===== src/rtl/seq_detector_pkg.sv =====
// Shared types and helpers for the serial sequence detector.
//   state_e      : detector FSM states (history filling / history full)
//   PAT_LEN_MAX  : largest supported pattern length
//   fill_width() : bits needed to count 0..pat_len valid history bits
package seq_detector_pkg;

    localparam int unsigned PAT_LEN_MAX = 16;

    typedef enum logic {
        S_FILL  = 1'b0,
        S_ARMED = 1'b1
    } state_e;

    function automatic int unsigned fill_width(input int unsigned pat_len);
        return $clog2(pat_len + 1);
    endfunction

endpackage


===== src/rtl/seq_detector_counter.sv =====
// Saturating match counter; sticks at all ones until clr or reset.
//   clk, rst_n : clock, async active-low reset
//   clr        : synchronous clear, priority over inc
//   inc        : count one event
//   count      : current count
//   sat        : high while count is all ones
module seq_detector_counter #(
    parameter int unsigned CNT_W = 8
) (
    input  logic             clk,
    input  logic             rst_n,
    input  logic             clr,
    input  logic             inc,
    output logic [CNT_W-1:0] count,
    output logic             sat
);

    logic [CNT_W-1:0] count_inc_c;

    assign count_inc_c = count + CNT_W'(1);

    // sat is registered alongside count so it tracks the all-ones value exactly
    always_ff @(posedge clk or negedge rst_n) begin
        if (!rst_n) begin
            count <= '0;
            sat   <= 1'b0;
        end else if (clr) begin
            count <= '0;
            sat   <= 1'b0;
        end else if (inc && !sat) begin
            count <= count_inc_c;
            sat   <= &count_inc_c;
        end
    end

endmodule


===== src/rtl/seq_detector.sv =====
// Programmable serial sequence detector with Moore match pulse.
// Optional feature macro: SEQ_DETECTOR_COUNT_EN (saturating match counter).
//   clk, rst_n  : clock, async active-low reset
//   en          : sample enable for w
//   clr         : synchronous clear of history, state, z and counter
//   w           : serial data bit
//   pattern     : target sequence, pattern[PAT_LEN-1] oldest bit
//   overlap     : 1 = overlapping matches, 0 = flush history after a match
//   z           : registered one-cycle match pulse
//   match_count : saturating match count (0 when counter not built)
//   count_sat   : high while match_count is all ones
module seq_detector
    import seq_detector_pkg::*;
#(
    parameter int unsigned PAT_LEN = 4,
    parameter int unsigned CNT_W   = 8
) (
    input  logic               clk,
    input  logic               rst_n,
    input  logic               en,
    input  logic               clr,
    input  logic               w,
    input  logic [PAT_LEN-1:0] pattern,
    input  logic               overlap,
    output logic               z,
    output logic [CNT_W-1:0]   match_count,
    output logic               count_sat
);

    localparam int unsigned FILL_W = fill_width(PAT_LEN);

    if (PAT_LEN < 2 || PAT_LEN > PAT_LEN_MAX) begin : g_pat_len_check
        $error("seq_detector: PAT_LEN out of range 2..16");
    end

    state_e             state_q, state_d;
    logic [PAT_LEN-1:0] hist_q, hist_d;
    logic [FILL_W-1:0]  fill_q, fill_d;
    logic               match_c;
    logic [PAT_LEN-1:0] hist_shift_c;
    logic               full_c;

    // State, history and fill registers
    always_ff @(posedge clk or negedge rst_n) begin
        if (!rst_n) begin
            state_q <= S_FILL;
            hist_q  <= '0;
            fill_q  <= '0;
        end else begin
            state_q <= state_d;
            hist_q  <= hist_d;
            fill_q  <= fill_d;
        end
    end

    // Next state, next history and match decision
    always_comb begin
        state_d      = state_q;
        hist_d       = hist_q;
        fill_d       = fill_q;
        match_c      = 1'b0;
        hist_shift_c = {hist_q[PAT_LEN-2:0], w};
        // the sampled bit completes (or keeps) a full history
        full_c       = (state_q == S_ARMED) || (fill_q == FILL_W'(PAT_LEN - 1));

        if (clr) begin
            state_d = S_FILL;
            hist_d  = '0;
            fill_d  = '0;
        end else if (en) begin
            hist_d = hist_shift_c;
            if (full_c) begin
                state_d = S_ARMED;
                fill_d  = FILL_W'(PAT_LEN);
                match_c = (hist_shift_c == pattern);
            end else begin
                state_d = S_FILL;
                fill_d  = fill_q + FILL_W'(1);
            end
            // non-overlap: the matched bits may not start another match
            if (match_c && !overlap) begin
                state_d = S_FILL;
                fill_d  = '0;
            end
        end
    end

    // Moore match pulse, low on every edge without a match
    always_ff @(posedge clk or negedge rst_n) begin
        if (!rst_n) begin
            z <= 1'b0;
        end else begin
            z <= match_c;
        end
    end

`ifdef SEQ_DETECTOR_COUNT_EN
    seq_detector_counter #(
        .CNT_W (CNT_W)
    ) u_counter (
        .clk   (clk),
        .rst_n (rst_n),
        .clr   (clr),
        .inc   (match_c),
        .count (match_count),
        .sat   (count_sat)
    );
`else
    assign match_count = '0;
    assign count_sat   = 1'b0;
`endif

endmodule


===== config.mk =====
export PLATFORM = sky130hd
export DESIGN_NAME = seq_detector
export DESIGN_NICKNAME = d
export VERILOG_FILES = /design/src/rtl/seq_detector_pkg.sv /design/src/rtl/seq_detector_counter.sv /design/src/rtl/seq_detector.sv
export SDC_FILE = /design/constraint.sdc
export NUM_CORES = 1
export LEC_CHECK = 0
export CORE_AREA = 8 8 45 47
export DETAILED_ROUTE_END_ITERATION = 16
export DIE_AREA = 0 0 53 55
export GPL_ROUTABILITY_DRIVEN = 0
export PLACE_DENSITY = 0.72
export SYNTH_ARGS = -nofsm -noshare
export SYNTH_HDL_FRONTEND = slang
export SYNTH_SLANG_ARGS = --single-unit

===== constraint.sdc =====
create_clock -name clk -period 2.1 [get_ports clk]
set_input_delay 0.315 -clock clk [delete_from_list [all_inputs] [get_ports clk]]
set_output_delay 0.315 -clock clk [all_outputs]
set_load 0.05 [all_outputs]

Word level (Yosys, flattened, before mapping)
Cells that the tools add are included.
Widths: inputs -> output; s select.
- bits in registers: 8
- bits of input ports: 10
- output and inout bits: 10
- word-level logic and storage cells: 26
- add/sub/neg operators: 1
- equal/unequal tests: 2
- multiplexer cells: 15
- reduce and logical (&&, ||, !) cells: 4
- operator list (operator ; count):
    $mux 3 ; 6
    $mux 1 ; 9
    $eq 4x4->1 ; 1
    $add 3x1->3 const B ; 1
    $eq 3x2->1 const B ; 1
    $reduce_bool 2->1 ; 1
    $logic_and 1x1->1 ; 1
    $logic_not 1->1 ; 1
    $logic_or 1x1->1 ; 1

Depth between registers and ports, before layout
Gate-level depths: netlist of run 1.
- depth after elaboration: 9
- depth in mapped cells: 5
- depth with buffers taken out: 5

Least setup slack after synthesis of run 1
OpenSTA, ideal clock, no wires.
- kind: register -> register
- start point: register fill_q[0]
- end point: register fill_q[2]
- library setup time: 138 ps
- arrival time: 1277 ps
- data required time: 1962 ps
- setup slack: 685 ps
- cell stages (with the launch flop): 6
- path buffers: 0
- clock period less this slack: 1415 ps
- cell sequence: dfrtp_1 > ha_1 > ha_1 > nor2_1 > a311o_1 > a31oi_1
- longest elaborated chain between the ends: 9
- elaborated cells on any way between the ends: 11
- those cells by class: add/sub (1); eq/ne (1); mux (7); reduce/logical (2)
- RTL lines (what ; line ; RTL):
    from (decl) ; seq_detector.sv:38 ; logic [FILL_W-1:0] fill_q, fill_d;
    from (signal assigned) ; seq_detector.sv:52 ; fill_q <= fill_d;
    $eq 3x2->1 ; seq_detector.sv:64 ; full_c = (state_q == S_ARMED) || (fill_q == FILL_W'(PAT_LEN - 1));
    $logic_or 1x1->1 ; seq_detector.sv:64 ;
    $mux 1 ; seq_detector.sv:72 ; if (full_c) begin
    $mux 1 ; seq_detector.sv:70 ; end else if (en) begin
    $mux 1 ; seq_detector.sv:66 ; if (clr) begin
    $logic_and 1x1->1 ; seq_detector.sv:81 ; if (match_c && !overlap) begin
    $mux 3 (*) ; seq_detector.sv:81 ;
    $mux 3 (*) ; seq_detector.sv:70 ;
    $mux 3 (*) ; seq_detector.sv:66 ;
Mark *: on every way between the ends. The rest lies on a longest branch, timed or not. The select of a mux whose other input is x is not followed.
A chain may end at the register's enable or synchronous reset.

Worst setup path in the final report of run 1
- start point: register z
- end point: output z
- RTL lines (what ; line ; RTL):
    from (decl) ; seq_detector.sv:25 ; output logic z,
    from (signal assigned) ; seq_detector.sv:93 ; z <= match_c;
No word-level cell between the ends.

==> results.md, run 1 <==
- Pre-antenna DRT Iters: 4
- Xor/xnor cell area share of the yosys netlist: 6.863%
- Fin nets: 75
- Remaining global-route overflow: 0
- Gate Count Post-Synth: 51
- Worst VDD drop: 0.0003738 V
- Slowest-stage cell, CP: clkdlybuf4s50_1
- WS Path Type: register to primary output
- Psw: 114.5 uW
- Clock Path Buffers: 2
- Sequential area share after synthesis: 39.22%
- Area grow syn2layout: 18.38%
- # clock sinks: 8
- Later-pin clock latency in the skew report: 0.25 ns
- CP bufs+invs: 1
- Post-route DRC: 0
- Part of the cycle the worst path needs: 79.71%
- Critical Path Sink Type: primary output
- Rows: 14
- Yosys top cell by area: dfrtp_1
- WL/cell: 12.08 um
- Final ANT Viol Nets: 0
- Die height: 55 um
- Cell Area, Placed: 581.8 um2
- Max frequency: 0.5974 GHz
- #FFs+latches synth: 8
- N_diodes: 0
- Postcts setup bufs: 0
- CP Cell Sequence: clkdlybuf4s50_1
- Finished Layout Cells: 77
- Setup Skew: 0.0006076 ns
- Leakage: 0.2931 nW
- Post-Synthesis Cell Area: 510.5 um2
- Worst-path clk slew: 0.05 ns
- Tot GR Track Use: 7.379%
- Mux cell area share after synthesis: 5.882%
- Post-DP HPWL: 760.4 um
- CP required: 1.78 ns
- Most common library cells after synthesis: buf_4 (10), dfrtp_1 (8), nor2_1 (7)
- Slew @ Worst Pin: 0.4958 ns
- Largest net degree at the start of global routing: 12
- CORE AREA: 0.001384 mm2
- Post-Synth Adder-Cell Area: 4.902%
- Power Dens Cells: 610.7 mW/mm2
- DR iter-0 viols: 10
- Syn Area/Cell: 10.01 um2
- Internal power: 254.6 uW
- Via-to-Cell Ratio: 4.571
- Initial antenna violation count: 0
- Post-placement cell count: 74
- Drt total wl: 930 um
- Global-route wire length before repair: 1559 um
- CTS Hold Bufs: 0
- CTS Buf Count: 3
- Status: finished clean
- Clk root buf: clkbuf_4
- Ys Warns: 0
- Seq pwr share: 44.9%
- Library cells used by synthesis: 18
- Fraction of synthesized cell area taken by the top area cell type: 39.22%
- Die footprint: 0.002915 mm2
- Async S/R FF share, synth: 100.0%
- Final count of hold timing violations: 0
- Number of synthesized flops with an enable pin: 0
- Cell with the most instances after synthesis: buf_4
- Synth Area in Compound Gates: 7.353%
- Worst setup SP type: register
- Largest family of logic cells by synthesized area: buffers and inverters
- TritonCTS clock tree: done
- Crit path max-delay family: buffers and inverters
- Unrepaired setup endpoints after global routing: false
- Number of global-route vias before repair: 338
- Max-Cap Viols: 0
- Vias after detailed routing: 352
- Port buffer count: 10
- H-tree levels: 1
- Worst-path fanout max: 1
- # IOs: 20
- # setup viols final: 0
- Crit path time final: 1.674 ns
- Die X: 53 um
- HP Class: input port to async pin
- Finished Cell Area: 604.3 um2
- Arr. time, crit path: 1.36 ns
- Post-CTS sizing: 0
- Simple-gate area share of the yosys netlist: 17.40%
- Power Total: 369.1 uW
- Layout cell share with drive strength beyond 1: 8.197%
- Comb power frac: 24.0%
- Slew headroom: 66.84%
- Clk pwr share: 31.1%
- Ys flop type: dfrtp_1
- Initial Util: 36.89%
- Switching Share: 31.02%
- Sum Neg Setup Slack: 0 ns
- Final Max Tran Viols: 0
- Area contributors post-synth: dfrtp_1 (39%), buf_4 (15%), xor2_1 (6.9%)
- Max incr delay on CP: 0.79 ns
cells in the final DEF, fill, tap and decap left out:
cell type        count
xor2_1               4
nand3_1              1
clkdlybuf4s50_1     10
nor2_1               7
dfrtp_1              8
clkbuf_4             3
ha_1                 2
nor4_2               1
or3_1                1
conb_1               9
a311o_1              1
nor4b_1              1
a31oi_1              2
nor4b_4              1
inv_1                3
a21oi_1              3
mux2i_1              3
nand2b_1             1
power groups by stage:
stage	registers, mW	logic, mW	clock network, mW
2_1_floorplan	0.167	0.0779	0
3_3_place_gp	0.168	0.0879	0
3_5_place_dp	0.168	0.0886	0
4_1_cts	0.165	0.0888	0.122
5_1_grt	0.166	0.0962	0.124
6_report	0.166	0.0886	0.115
kinds of logic (layout without fill, tap and decap cells):
logic type	after synthesis	after routing
other	1	9
adders and majority gates	2	2
muxes	3	3
DFF	8	8
xor gates and xnor gates	4	4
buffers and inverters	14	16
AOI/OAI and AO/OA	6	6
and+or+nand+nor	13	13
per-layer routing:
layer	wire, um	up-vias	GRT usage, %	part of all wire, %
met5	0	-	0	0
met4	20	0	5.172	2.2
met3	82	2	3.209	8.8
met2	421	15	10.94	45
met1	406	161	8.385	44
li1	-	174	-	-
per-stage QoR:
| step | setup WS [ns] | utilization (%) | hold slack, ns |
|---|---|---|---|
| after floorplan | 0.6853 | - | 0.01941 |
| after global placement | 0.4847 | 42.04 | 0.5292 |
| final | 0.4261 | 43.67 | 0.3520 |
| after global routing | 0.3893 | 43.67 | 0.3807 |
| after detailed placement | 0.4122 | 42.04 | 0.5401 |
| after CTS | 0.4121 | 43.67 | 0.3536 |
area by class of cell:
class / instances / area, um2
multi-input cells: 37 / 250.2
well taps: 16 / 20.02
fillers: 141 / 779.5
repair buffers: 10 / 100.1
flip-flops and latches: 8 / 200.2
inverters: 3 / 11.26
clock buffers: 3 / 22.52
final timing paths:
path | start | to | slack [ns] | cells past startpoint
hold reg to reg | fill_q[1] | fill_q[1] | 0.55 | 2
hold / removal | rst_n | hist_q[1] | 0.35 | 1
min in group clk | fill_q[1] | fill_q[1] | 0.55 | 2
max in group asynchronous | rst_n | hist_q[0] | 1.48 | 1
setup / recovery | z | z | 0.43 | 1
setup reg to reg | fill_q[0] | fill_q[2] | 0.56 | 5
sequential cells by signal, summed over array words and instances, names as in the netlist:
name and count:
fill_q 3, hist_q 3, state_q 1, z 1
No activity file was read; power rests on OpenSTA's default activity.
==> run 2: changes to the inputs <==
--- a/config.mk
+++ b/config.mk
@@ -5,9 +5,9 @@
 export SDC_FILE = /design/constraint.sdc
 export NUM_CORES = 1
 export LEC_CHECK = 0
-export CORE_AREA = 8 8 45 47
+export CORE_MARGIN = 8
+export CORE_UTILIZATION = 37
 export DETAILED_ROUTE_END_ITERATION = 16
-export DIE_AREA = 0 0 53 55
 export GPL_ROUTABILITY_DRIVEN = 0
 export PLACE_DENSITY = 0.72
 export SYNTH_ARGS = -nofsm -noshare
==> constraint.sdc (replaced) <==
create_clock -name clk -period 1.45 [get_ports clk]
set_input_delay 0.2175 -clock clk [delete_from_list [all_inputs] [get_ports clk]]
set_output_delay 0.2175 -clock clk [all_outputs]
set_load 0.05 [all_outputs]
==> results.md, run 2 (same netlist as run 1, synthesis figures left out) <==
- Clk pwr share: 30.4%
- Clock Path Buffers: 2
- Post-DP HPWL: 893.4 um
- Setup Skew: 0.007220 ns
- Cell Area, Placed: 615.6 um2
- Post-route DRC: 0
- Number of global-route vias before repair: 440
- Final count of hold timing violations: 0
- Final ANT Viol Nets: 0
- Slowest-stage cell, CP: dfrtp_1
- Layout cell share with drive strength beyond 1: 24.29%
- Port buffer count: 10
- CORE AREA: 0.001301 mm2
- # clock sinks: 8
- Drt total wl: 1102 um
- TritonCTS clock tree: done
- Arr. time, crit path: 1.57 ns
- Remaining global-route overflow: 0
- Max frequency: 0.7145 GHz
- Later-pin clock latency in the skew report: 0.25 ns
- WS Path Type: register to register
- Final Max Tran Viols: 0
- # IOs: 20
- Fin nets: 84
- Vias after detailed routing: 397
- Worst-path clk slew: 0.06 ns
- Worst setup SP type: register
- Die X: 53.15 um
- Power Dens Cells: 825.5 mW/mm2
- Area grow syn2layout: 33.82%
- Clk root buf: clkbuf_4
- Final hold slack: 0.2400 ns
- Die height: 53.15 um
- Rows: 13
- HP Class: input port to async pin
- Biggest regs: fill_q: 3 flops, hist_q: 3 flops
- CP required: 1.62 ns
- Largest net degree at the start of global routing: 9
- Psw: 177.2 uW
- Internal power: 386.8 uW
- Worst VDD drop: 0.0004398 V
- CP Cell Sequence: ha_2 > ha_4 > nor2_1 > buf_4 > or3_1 > a31oi_1
- H-tree levels: 1
- Critical Path Sink Type: register
- Status: finished clean
- Pre-antenna DRT Iters: 4
- Post-Route Utilization: 52.50%
- Finished Cell Area: 683.2 um2
- Worst-path fanout max: 4
- Initial Util: 39.23%
- Max incr delay on CP: 0.36 ns
- DR iter-0 viols: 9
- # setup viols final: 0
- Commonest non-fill, non-tap cell in the layout: buf_4
- Tot GR Track Use: 8.718%
- Seq pwr share: 42.4%
- Initial antenna violation count: 0
- Global-route wire length before repair: 1828 um
- Most frequent cells in the layout: buf_4 (10), conb_1 (9), clkdlybuf4s50_1 (9)
- CTS Buf Count: 3
- Switching Share: 31.41%
- N_diodes: 0
- Die footprint: 0.002824 mm2
- Part of the cycle the worst path needs: 96.52%
- Crit path time final: 1.400 ns
- Leakage: 0.3367 nW
- Max-Cap Viols: 0
- WL/cell: 12.96 um
- Comb power frac: 27.1%
- Via-to-Cell Ratio: 4.671
run 2: what timing repair did:
item / in CTS / in global routing
pin swaps: 0 / 2
resized for setup: 3 / 0
buffers inserted: 1 / 3
hold buffers: 0 / 0
endpoints found under the setup margin: 1 / 1
run 2: area by class of cell:
cell class / count / area (um2)
tap: 15 / 18.77
sequential: 8 / 200.2
inverter: 3 / 11.26
multi-input combinational: 37 / 265.3
timing repair buffer: 19 / 165.2
clock buffer: 3 / 22.52
fill: 136 / 618.1
run 2: path summary, 6_finish.rpt:
path	start	endpoint	slack [ns]	depth (start not counted)
max	fill_q[1]	state_q	0.05	6
min	rst_n	hist_q[1]	0.24	1
max reg2reg	fill_q[1]	state_q	0.05	6
min reg2reg	hist_q[2]	hist_q[2]	0.56	2
max in group asynchronous	rst_n	fill_q[2]	0.94	1
min in group clk	overlap	fill_q[2]	0.54	3
run 2: metrics by stage:
| step | setup WS (ns) | instances | power [mW] | TNS [ns] |
|---|---|---|---|---|
| after floorplan | 0.03526 | 59 | 0.3546 | 0 |
| after global placement | -0.03312 | 78 | 0.3806 | -0.03312 |
| after detailed placement | -0.1017 | 78 | 0.3837 | -0.1384 |
| after CTS | 0.001667 | 82 | 0.5628 | 0 |
| after global routing | -0.01259 | 85 | 0.5967 | -0.01259 |
| final | 0.05041 | 85 | 0.5640 | 0 |
run 2: critical path, delay by kind of cell (launching register included):
kind,cells,cell delay (ns)
buffers and inverters,1,0.14
adder cells (fa/ha/maj),2,0.32
AND/OR/NAND/NOR,2,0.35
AO/OA/AOI/OAI,1,0.14
flip-flops,1,0.36
run 2: per-layer routing:
layer	vias to the layer above	routed length (um)	global-route usage, %
met2	18	563	14.06
met3	2	111	2.521
met5	-	0	0
li1	191	-	-
met1	186	410	9.470
met4	0	17	6.303
run 2: power by group through the flow:
| stage | registers [mW] | logic [mW] | clock network, mW |
|---|---|---|---|
| floorplan | 0.242 | 0.113 | 0 |
| global placement | 0.243 | 0.138 | 0 |
| detailed placement | 0.243 | 0.141 | 0 |
| CTS | 0.239 | 0.147 | 0.177 |
| global route | 0.240 | 0.166 | 0.190 |
| finish | 0.239 | 0.153 | 0.171 |
